## src/rtl/ct_lsu_amr_ctrl_if.sv

```systemverilog
// Signal bundle between the AMR sequencer and its surroundings: CP0/icc requests,
// detector indications, WMB/bus store traffic, and the qualified results.
interface ct_lsu_amr_ctrl_if #(
  parameter int CNT_W = 4
);
  logic             cp0_lsu_amr;
  logic             cp0_lsu_no_op_req;
  logic             icc_req;
  logic             amr_wa_cancel;
  logic             amr_l2_mem_set;
  logic             wmb_nwa_issue;
  logic             bus_nwa_resp;

  logic             amr_en_eff;
  logic             amr_wa_cancel_gate;
  logic             amr_l2_mem_set_gate;
  logic             amr_icc_grant;
  logic             amr_no_op_ack;
  logic [CNT_W-1:0] amr_nwa_cnt;
  logic             amr_cnt_err;
  logic [1:0]       amr_ctrl_state;
  logic             amr_ctrl_clk_en;

  modport slave (
    input  cp0_lsu_amr, cp0_lsu_no_op_req, icc_req,
    input  amr_wa_cancel, amr_l2_mem_set,
    input  wmb_nwa_issue, bus_nwa_resp,
    output amr_en_eff, amr_wa_cancel_gate, amr_l2_mem_set_gate,
    output amr_icc_grant, amr_no_op_ack,
    output amr_nwa_cnt, amr_cnt_err, amr_ctrl_state, amr_ctrl_clk_en
  );

  modport master (
    output cp0_lsu_amr, cp0_lsu_no_op_req, icc_req,
    output amr_wa_cancel, amr_l2_mem_set,
    output wmb_nwa_issue, bus_nwa_resp,
    input  amr_en_eff, amr_wa_cancel_gate, amr_l2_mem_set_gate,
    input  amr_icc_grant, amr_no_op_ack,
    input  amr_nwa_cnt, amr_cnt_err, amr_ctrl_state, amr_ctrl_clk_en
  );
endinterface

```

## src/rtl/ct_lsu_amr_ctrl.sv

```systemverilog
// AMR sequencer: qualifies write-allocate cancel / L2 mem-set, tracks in-flight
// non-allocating stores, and drains them before granting icc or CP0 no-op.
module ct_lsu_amr_ctrl #(
  parameter int CNT_W = 4
) (
  input  logic                  amr_clk,
  input  logic                  cpurst_b,
  ct_lsu_amr_ctrl_if.slave      amr_if
);

  typedef enum logic [1:0] {
    AMR_OFF   = 2'b00,
    AMR_RUN   = 2'b01,
    AMR_DRAIN = 2'b10,
    AMR_GRANT = 2'b11
  } amr_state_e;

  amr_state_e       state_q;
  amr_state_e       state_d;
  logic [CNT_W-1:0] cnt_q;
  logic [CNT_W-1:0] cnt_d;
  logic             err_q;
  logic             err_set;

  logic pend;
  logic cnt_full;
  logic cnt_zero;
  logic cnt_inc;
  logic cnt_dec;

  assign pend     = amr_if.icc_req | amr_if.cp0_lsu_no_op_req;
  assign cnt_full = &cnt_q;
  assign cnt_zero = (cnt_q == '0);
  assign cnt_inc  = amr_if.wmb_nwa_issue & ~amr_if.bus_nwa_resp;
  assign cnt_dec  = amr_if.bus_nwa_resp  & ~amr_if.wmb_nwa_issue;

  // NOTE: sequential state uses non-blocking assignments so every register
  // samples the pre-edge values, independent of block evaluation order.
  always_ff @(posedge amr_clk or negedge cpurst_b) begin
    if (!cpurst_b) begin
      state_q <= AMR_OFF;
    end else begin
      state_q <= state_d;
    end
  end

  // NOTE: state_d gets a default before any branch so no path leaves it
  // unassigned, which would otherwise infer a latch.
  always_comb begin
    state_d = state_q;
    unique case (state_q)
      AMR_OFF: begin
        if (pend) begin
          state_d = AMR_DRAIN;
        end else if (amr_if.cp0_lsu_amr) begin
          state_d = AMR_RUN;
        end
      end
      AMR_RUN: begin
        if (pend || !amr_if.cp0_lsu_amr) begin
          state_d = AMR_DRAIN;
        end
      end
      AMR_DRAIN: begin
        // Registered count only: an issue/resp landing this cycle is seen next cycle.
        if (cnt_zero) begin
          state_d = pend ? AMR_GRANT : AMR_OFF;
        end
      end
      AMR_GRANT: begin
        if (!pend) begin
          state_d = AMR_OFF;
        end
      end
      default: state_d = AMR_OFF;
    endcase
  end

  // Saturating up/down count; a simultaneous issue and response cancel out.
  always_comb begin
    cnt_d   = cnt_q;
    err_set = 1'b0;
    if (cnt_inc) begin
      if (cnt_full) begin
        err_set = 1'b1;
      end else begin
        cnt_d = cnt_q + 1'b1;
      end
    end else if (cnt_dec) begin
      if (cnt_zero) begin
        err_set = 1'b1;
      end else begin
        cnt_d = cnt_q - 1'b1;
      end
    end
  end

  always_ff @(posedge amr_clk or negedge cpurst_b) begin
    if (!cpurst_b) begin
      cnt_q <= '0;
      err_q <= 1'b0;
    end else begin
      cnt_q <= cnt_d;
      err_q <= err_q | err_set;
    end
  end

  // Gates are only live in RUN, so they fall one cycle after pend rises.
  assign amr_if.amr_en_eff          = (state_q == AMR_RUN) & amr_if.cp0_lsu_amr;
  assign amr_if.amr_wa_cancel_gate  = (state_q == AMR_RUN) & amr_if.amr_wa_cancel & ~cnt_full;
  assign amr_if.amr_l2_mem_set_gate = amr_if.amr_wa_cancel_gate & amr_if.amr_l2_mem_set;
  assign amr_if.amr_icc_grant       = (state_q == AMR_GRANT) & amr_if.icc_req;
  assign amr_if.amr_no_op_ack       = (state_q == AMR_GRANT) & amr_if.cp0_lsu_no_op_req;
  assign amr_if.amr_nwa_cnt         = cnt_q;
  assign amr_if.amr_cnt_err         = err_q;
  assign amr_if.amr_ctrl_state      = state_q;

  // Clock must keep running whenever anything could change state or count.
  assign amr_if.amr_ctrl_clk_en = amr_if.cp0_lsu_amr | pend
                                | amr_if.wmb_nwa_issue | amr_if.bus_nwa_resp
                                | (state_q != AMR_OFF) | ~cnt_zero;

endmodule

```

## src/flat_wrapper.sv

```systemverilog
// flat-port wrapper written by rule: the top's interface ports become plain ports
module ct_lsu_amr_ctrl_flat 
#(
  parameter int CNT_W = 4
)
  (amr_clk, cpurst_b, amr_if_cp0_lsu_amr, amr_if_cp0_lsu_no_op_req, amr_if_icc_req, amr_if_amr_wa_cancel, amr_if_amr_l2_mem_set, amr_if_wmb_nwa_issue, amr_if_bus_nwa_resp, amr_if_amr_en_eff, amr_if_amr_wa_cancel_gate, amr_if_amr_l2_mem_set_gate, amr_if_amr_icc_grant, amr_if_amr_no_op_ack, amr_if_amr_nwa_cnt, amr_if_amr_cnt_err, amr_if_amr_ctrl_state, amr_if_amr_ctrl_clk_en);
  ct_lsu_amr_ctrl_if #(.CNT_W(CNT_W)) amr_if_i ();
  input  logic amr_clk;
  input  logic cpurst_b;
  input wire logic [$bits(amr_if_i.cp0_lsu_amr)-1:0] amr_if_cp0_lsu_amr;
  input wire logic [$bits(amr_if_i.cp0_lsu_no_op_req)-1:0] amr_if_cp0_lsu_no_op_req;
  input wire logic [$bits(amr_if_i.icc_req)-1:0] amr_if_icc_req;
  input wire logic [$bits(amr_if_i.amr_wa_cancel)-1:0] amr_if_amr_wa_cancel;
  input wire logic [$bits(amr_if_i.amr_l2_mem_set)-1:0] amr_if_amr_l2_mem_set;
  input wire logic [$bits(amr_if_i.wmb_nwa_issue)-1:0] amr_if_wmb_nwa_issue;
  input wire logic [$bits(amr_if_i.bus_nwa_resp)-1:0] amr_if_bus_nwa_resp;
  output wire logic [$bits(amr_if_i.amr_en_eff)-1:0] amr_if_amr_en_eff;
  output wire logic [$bits(amr_if_i.amr_wa_cancel_gate)-1:0] amr_if_amr_wa_cancel_gate;
  output wire logic [$bits(amr_if_i.amr_l2_mem_set_gate)-1:0] amr_if_amr_l2_mem_set_gate;
  output wire logic [$bits(amr_if_i.amr_icc_grant)-1:0] amr_if_amr_icc_grant;
  output wire logic [$bits(amr_if_i.amr_no_op_ack)-1:0] amr_if_amr_no_op_ack;
  output wire logic [$bits(amr_if_i.amr_nwa_cnt)-1:0] amr_if_amr_nwa_cnt;
  output wire logic [$bits(amr_if_i.amr_cnt_err)-1:0] amr_if_amr_cnt_err;
  output wire logic [$bits(amr_if_i.amr_ctrl_state)-1:0] amr_if_amr_ctrl_state;
  output wire logic [$bits(amr_if_i.amr_ctrl_clk_en)-1:0] amr_if_amr_ctrl_clk_en;
  assign amr_if_i.cp0_lsu_amr = amr_if_cp0_lsu_amr;
  assign amr_if_i.cp0_lsu_no_op_req = amr_if_cp0_lsu_no_op_req;
  assign amr_if_i.icc_req = amr_if_icc_req;
  assign amr_if_i.amr_wa_cancel = amr_if_amr_wa_cancel;
  assign amr_if_i.amr_l2_mem_set = amr_if_amr_l2_mem_set;
  assign amr_if_i.wmb_nwa_issue = amr_if_wmb_nwa_issue;
  assign amr_if_i.bus_nwa_resp = amr_if_bus_nwa_resp;
  assign amr_if_amr_en_eff = amr_if_i.amr_en_eff;
  assign amr_if_amr_wa_cancel_gate = amr_if_i.amr_wa_cancel_gate;
  assign amr_if_amr_l2_mem_set_gate = amr_if_i.amr_l2_mem_set_gate;
  assign amr_if_amr_icc_grant = amr_if_i.amr_icc_grant;
  assign amr_if_amr_no_op_ack = amr_if_i.amr_no_op_ack;
  assign amr_if_amr_nwa_cnt = amr_if_i.amr_nwa_cnt;
  assign amr_if_amr_cnt_err = amr_if_i.amr_cnt_err;
  assign amr_if_amr_ctrl_state = amr_if_i.amr_ctrl_state;
  assign amr_if_amr_ctrl_clk_en = amr_if_i.amr_ctrl_clk_en;
  ct_lsu_amr_ctrl #(.CNT_W(CNT_W)) u_core (.amr_clk(amr_clk), .cpurst_b(cpurst_b), .amr_if(amr_if_i));
endmodule
```

## config.mk

```make
export PLATFORM = sky130hd
export DESIGN_NAME = ct_lsu_amr_ctrl_flat
export DESIGN_NICKNAME = d
export VERILOG_FILES = /design/src/rtl/ct_lsu_amr_ctrl_if.sv /design/src/rtl/ct_lsu_amr_ctrl.sv /design/src/flat_wrapper.sv
export SDC_FILE = /design/constraint.sdc
export NUM_CORES = 1
export LEC_CHECK = 0
export BUFFER_PORTS_ARGS = -buffer_cell sky130_fd_sc_hd__buf_2
export CORE_AREA = 8 8 45 47
export CTS_CLUSTER_DIAMETER = 80
export CTS_CLUSTER_SIZE = 14
export DETAILED_ROUTE_END_ITERATION = 16
export DIE_AREA = 0 0 53 55
export GPL_ROUTABILITY_DRIVEN = 0
export PLACE_DENSITY = 0.71
export RECOVER_POWER = 25
export SETUP_SLACK_MARGIN = 0.05
export SLEW_MARGIN = 25
export SYNTH_ARGS = -nofsm -noshare
export SYNTH_HDL_FRONTEND = slang
export SYNTH_SLANG_ARGS = --single-unit
```

## constraint.sdc

```tcl
create_clock -name amr_clk -period 1.35 [get_ports amr_clk]
set_input_delay 0.27 -clock amr_clk [delete_from_list [all_inputs] [get_ports amr_clk]]
set_output_delay 0.27 -clock amr_clk [all_outputs]
set_load 0.02 [all_outputs]
```

=== Yosys cells after proc, flatten, opt, wreduce, memory -nomap -nowiden ===
Cells that the tools add are included.

* Flip-flop bits (word level): 7
* Input bits: 9
* Output and inout bits: 13
* Word-level logic and storage cells: 57

* Add/sub/neg operators: 2
* Equality and inequality tests: 9
* Multiplexer cells: 15
* Bitwise gates (word level): 19
* Reductions and logical operators: 9

{| class="wikitable"
|+ Operator list
! kind !! number
|-
| $mux W4 || 4
|-
| $mux W2 || 6
|-
| $and A1 B1 Y1 || 8
|-
| $pmux W2 S4 || 1
|-
| $reduce_and A4 Y1 || 2
|-
| $or A1 B1 Y1 || 7
|-
| $ne A2 B2 Y1 const B || 3
|-
| $add A4 B1 Y4 const B || 1
|-
| $eq A2 B2 Y1 const B || 2
|-
| $logic_not A4 Y1 || 1
|-
| $mux W1 || 4
|-
| $ne A2 B1 Y1 const B || 2
|-
| $not A1 Y1 || 4
|-
| $reduce_bool A2 Y1 || 2
|-
| $sub A4 B1 Y4 const B || 1
|-
| $ne A3 B2 Y1 const B || 1
|-
| $reduce_and A3 Y1 || 1
|-
| $eq A2 B1 Y1 const B || 1
|-
| $logic_not A2 Y1 || 1
|-
| $logic_not A1 Y1 || 1
|-
| $logic_or A1 B1 Y1 || 1
|}

=== Depth between registers and ports, before layout ===
* Word-level depth: 6
* Depth in mapped cells: 8
* Gate-level depth less buffers: 8

=== Least setup slack after synthesis ===
No wires, ideal clock.

* Path kind: input to register
* From: in amr_if_bus_nwa_resp
* To: reg u_core.cnt_q[3], in the netlist u_core.amr_if.amr_nwa_cnt[3]
* Setup time: 0.133 ns
* Data arrival time: 1.520 ns
* Required time: 1.217 ns
* Slack: -0.303 ns
* Stages on the path: 8
* Path buffers: 0
* Cells stage by stage: inv_1 > ha_1 > inv_1 > ha_1 > a21o_1 > a21oi_1 > mux2i_1 > xnor2_1

* Longest elaborated chain between the ends: 4
* Elaborated cells between the ends (all ways): 8
* Those cells by class: 2 x eq/ne; 1 x mux; 3 x bitwise; 2 x reduce/logical

{| class="wikitable"
|+ Ends and longest elaborated chain
! item !! line !! RTL
|-
| start: declaration || flat_wrapper.sv:16 || <nowiki>input wire logic [$bits(amr_if_i.bus_nwa_resp)-1:0] amr_if_bus_nwa_resp;</nowiki>
|-
| $not A1 Y1 || ct_lsu_amr_ctrl.sv:34 || <nowiki>assign cnt_inc = amr_if.wmb_nwa_issue & ~amr_if.bus_nwa_resp;</nowiki>
|-
| $and A1 B1 Y1 || ct_lsu_amr_ctrl.sv:34 ||
|-
| $ne A2 B2 Y1 (no source line) or $reduce_bool A2 Y1 (tied branches) || - ||
|-
| $reduce_and A3 Y1 (no source line) || - ||
|-
| end signal: assignment || ct_lsu_amr_ctrl.sv:103 || <nowiki>cnt_q <= cnt_d;</nowiki>
|-
| end: declaration || ct_lsu_amr_ctrl.sv:20 || <nowiki>logic [CNT_W-1:0] cnt_q;</nowiki>
|}

Several ways; a longest one is shown, not always the timed one.
A chain may end at the register's enable or synchronous reset.

=== Worst setup path after layout ===
* From: reg u_core.cnt_q[1], in the netlist u_core.amr_if.amr_nwa_cnt[1]
* To: reg u_core.cnt_q[2], in the netlist u_core.amr_if.amr_nwa_cnt[2]

* Longest elaborated chain between the ends: 4
* Elaborated cells between the ends (all ways): 11
* Those cells by class: 2 x add/sub; 2 x eq/ne; 4 x mux; 3 x reduce/logical

{| class="wikitable"
|+ Ends and longest elaborated chain
! item !! line !! RTL
|-
| $sub A4 B1 Y4 || ct_lsu_amr_ctrl.sv:93 || <nowiki>cnt_d = cnt_q - 1'b1;</nowiki>
|-
| $mux W4 || ct_lsu_amr_ctrl.sv:90 || <nowiki>if (cnt_zero) begin</nowiki>
|-
| $mux W4 || ct_lsu_amr_ctrl.sv:89 || <nowiki>end else if (cnt_dec) begin</nowiki>
|-
| $mux W4 || ct_lsu_amr_ctrl.sv:83 || <nowiki>if (cnt_inc) begin</nowiki>
|}

Several ways; a longest one is shown, not always the timed one. The select of a mux whose other input is x is not followed.

==> impl_metrics.toml <==
[worst_setup_path]
max_stage_delay_ns = 0.46
crit_arrival_ns = 1.70
path_buf_inv = 1
worstPathCellList = "buf_4, fa_2, xor2_1, mux2_1"
endpoint_kind = "register"
critPathLaunchType = "register"
required_ns = 1.47
critPathTopFamily = "flip-flops"
crit_type = "reg2reg"
cp_slowest_cell = "dfrtp_2"
worst-r2r-setup-slack_ns = -0.23
cp_max_fo = 5

[cells_and_area]
final_cells = 110
area_growth_syn_to_layout_pct = 103
multi_input_area_um2 = 388
finalCoreUtilization_pct = 70.6
final_area_um2 = 977
fillCellCount = 99
seq_area_um2 = 183
antenna_cells = 0
drive_above_1_share_pct = 75.5
final_nets = 109

[sta]
hold_slack_ns = 0.309
slew_viol_final = 0
finClkSkew_ns = 0.00417
rsz0062_at_grt = "yes"
setup_violations = 11
fmax_mhz = 634
fin_crit_sh_pct = 117
period_needed_ns = 1.58
worstMarginPinSlew_ns = 0.372
maxSlewHeadroom_pct = 75.2
fin_setup_tns_ns = -1.62
setup_slack_ns = -0.228
hold_violations = 0

[floorplan]
ios = 22
die-area_mm2 = 0.00292
core-area_mm2 = 0.00138
start_util_pct = 34.8
fp.dieH_um = 55
die_w_um = 53
fp-row-count = 14

[synthesis]
synth_top_area_share_pct = 36.4
yosysSeqAreaShare_pct = 36.4
ys.warnings.count = 0
ys_types = 25
synth_area_leaders = "dfrtp_1, ha_1, mux2_1"
synth.ff_latch_count = 7
yosysTopAreaCell = "dfrtp_1"
netlist_area_um2 = 482
synthCells = 46
synth_nets = 60
synth_area_per_cell_um2 = 10.5

[grt]
antenna_found_initial = 0
grt.total_usage_pct = 12.5
grt_pass1_wl_mm = 2.63
grt_pass1_vias = 550
gr-total-overflow = 0
grt_max_degree = 8

[power_and_ir_drop]
cellPowerDensity_mw_per_mm2 = 1910
p_leak_nw = 0.445
p_int_mw = 1.10
ir_drop_v = 0.000969
switching_share_pct = 41.2
switchingPower_uw = 770
power.clock.fraction_pct = 9.7
p_total_mw = 1.87
seqPwrFrac_pct = 25.3
combPwrFrac_pct = 65.0

[hold_path]
min_path_type = "in2reg"

[routing]
via_per_inst = 4.92
vias = 541
drtPass1Iterations = 3
first_iter_violations = 7
antenna_left = 0
drc = 0
wl_per_cell_um = 16.6
wl_mm = 1.82

[placed_design]
place_ws_ns = -0.325
post_dp_cell_area_um2 = 748
portBuffers = 21
dp_cells = 95
dpl.hpwl_mm = 1.08

[clock_network]
cts_max_path_buffers = 2
cts.clk_slew.worst_paths_ns = 0.05
cts-root-buf = "clkbuf_4"
cts_tree = "done"
worstSkewPairLatency_ns = 0.25
htree_levels = 1
clkSinkCount = 7
cts_buffers = 3

[outcome]
violations = "setup timing"
status = "finished, violations left"

[flow_run]
cap_violations = 0
-- layout make-up --
| class | count | area share (%) |
|---|---|---|
| clock buffers | 4 | 2.69 |
| inverters | 4 | 1.79 |
| multi-input cells | 35 | 39.7 |
| flip-flops and latches | 7 | 18.7 |
| well taps | 16 | 2.05 |
| repair buffers | 44 | 35.1 |
-- power by group through the flow --
stage                     clock network (mW)  logic, mW  registers [mW]
after floorplan                            0      0.368           0.592
after global placement                     0      0.829           0.469
after detailed placement                   0      0.849           0.474
after CTS                              0.188       1.05           0.467
after global routing                   0.210       1.29           0.484
final                                  0.182       1.21           0.473
-- flip-flops by register name (all words and copies together), names as in the netlist --
signal,count
u_core.amr_if.amr_cnt_err,1
u_core.amr_if.amr_ctrl_state,2
u_core.amr_if.amr_nwa_cnt,4
-- repair_timing --
action / in CTS / in global routing
buffers inserted: 8 / 3
pin swaps: 5 / 5
hold buffers: 1 / 0
endpoints found under the setup margin: 12 / 16
endpoints found under the hold margin: 7 / 0
gates resized for setup: 20 / 12
-- cell families (layout without fill, tap and decap cells) --
logic type | count (synthesis) | in the layout | share of synthesized area (%)
and+or+nand+nor | 17 | 17 | 22.6
AOI/OAI and AO/OA | 7 | 7 | 11.2
DFF | 7 | 7 | 36.4
adders and majority gates | 5 | 5 | 14.5
buffers and inverters | 4 | 52 | 3.12
xor gates and xnor gates | 3 | 3 | 5.46
muxes | 3 | 3 | 6.75
-- final timing paths --
| check | from | to | depth (start not counted) |
|---|---|---|---|
| worst min register to register | u_core.amr_if.amr_cnt_err | u_core.amr_if.amr_cnt_err | 1 |
| worst max register to register | u_core.amr_if.amr_nwa_cnt[1] | u_core.amr_if.amr_nwa_cnt[2] | 4 |
| max in group asynchronous | cpurst_b | u_core.amr_if.amr_ctrl_state[1] | 2 |
| min in group asynchronous | cpurst_b | u_core.amr_if.amr_nwa_cnt[1] | 2 |
| worst min-delay path | amr_if_icc_req | u_core.amr_if.amr_ctrl_state[1] | 3 |
| worst max-delay path | u_core.amr_if.amr_nwa_cnt[1] | u_core.amr_if.amr_nwa_cnt[2] | 4 |
-- Yosys cell counts --
library cell / count
nor4_1: 1
inv_1: 4
nor4_4: 1
and2_1: 2
ha_1: 4
mux2i_1: 1
nor2_1: 3
a211oi_2: 1
nand2_1: 2
dfrtp_1: 7
nor3b_1: 1
a311o_1: 1
o21ai_0: 1
nand4_1: 2
and3_1: 3
a21oi_1: 1
nor2b_1: 1
a22oi_1: 1
xnor2_1: 1
nor3_1: 1
o22ai_1: 1
xor2_1: 2
fa_1: 1
a21o_1: 1
mux2_1: 2
-- routing by layer --
metal  track usage, %  wire length (um)  up-vias  share of wire, %
met5                0                 0        -                 0
met4             5.17                22        0               1.2
met3             2.67                48        4               2.6
met2             23.0              1040        7                57
met1             13.4               714      264                39
li1                 -                 -      266                 -
-- cell usage in the layout, fill, tap and decap left out, drive strengths merged --
master and count:
and2 2, nand4 2, nor2b 1, and3 3
nor4 2, mux2i 1, o21ai 1, a21oi 1
dfrtp 7, nand2 2, nor2 3, a211oi 1
a311o 1, mux2 2, clkbuf 5, fa 1
a21o 1, nor3 1, a22oi 1, dlygate4sd3 1
o22ai 1, inv 4, xor2 2, buf 42
nor3b 1, ha 4, xnor2 1
-- worst register-to-register path: cells and delay by family (launching register included) --
kind,cells,cell delay (ns)
XOR/XNOR,1,0.17
flip-flops,1,0.46
buffers and inverters,1,0.17
multiplexers,1,0.31
adder cells (fa/ha/maj),1,0.36
No activity file was read; power rests on OpenSTA's default activity.
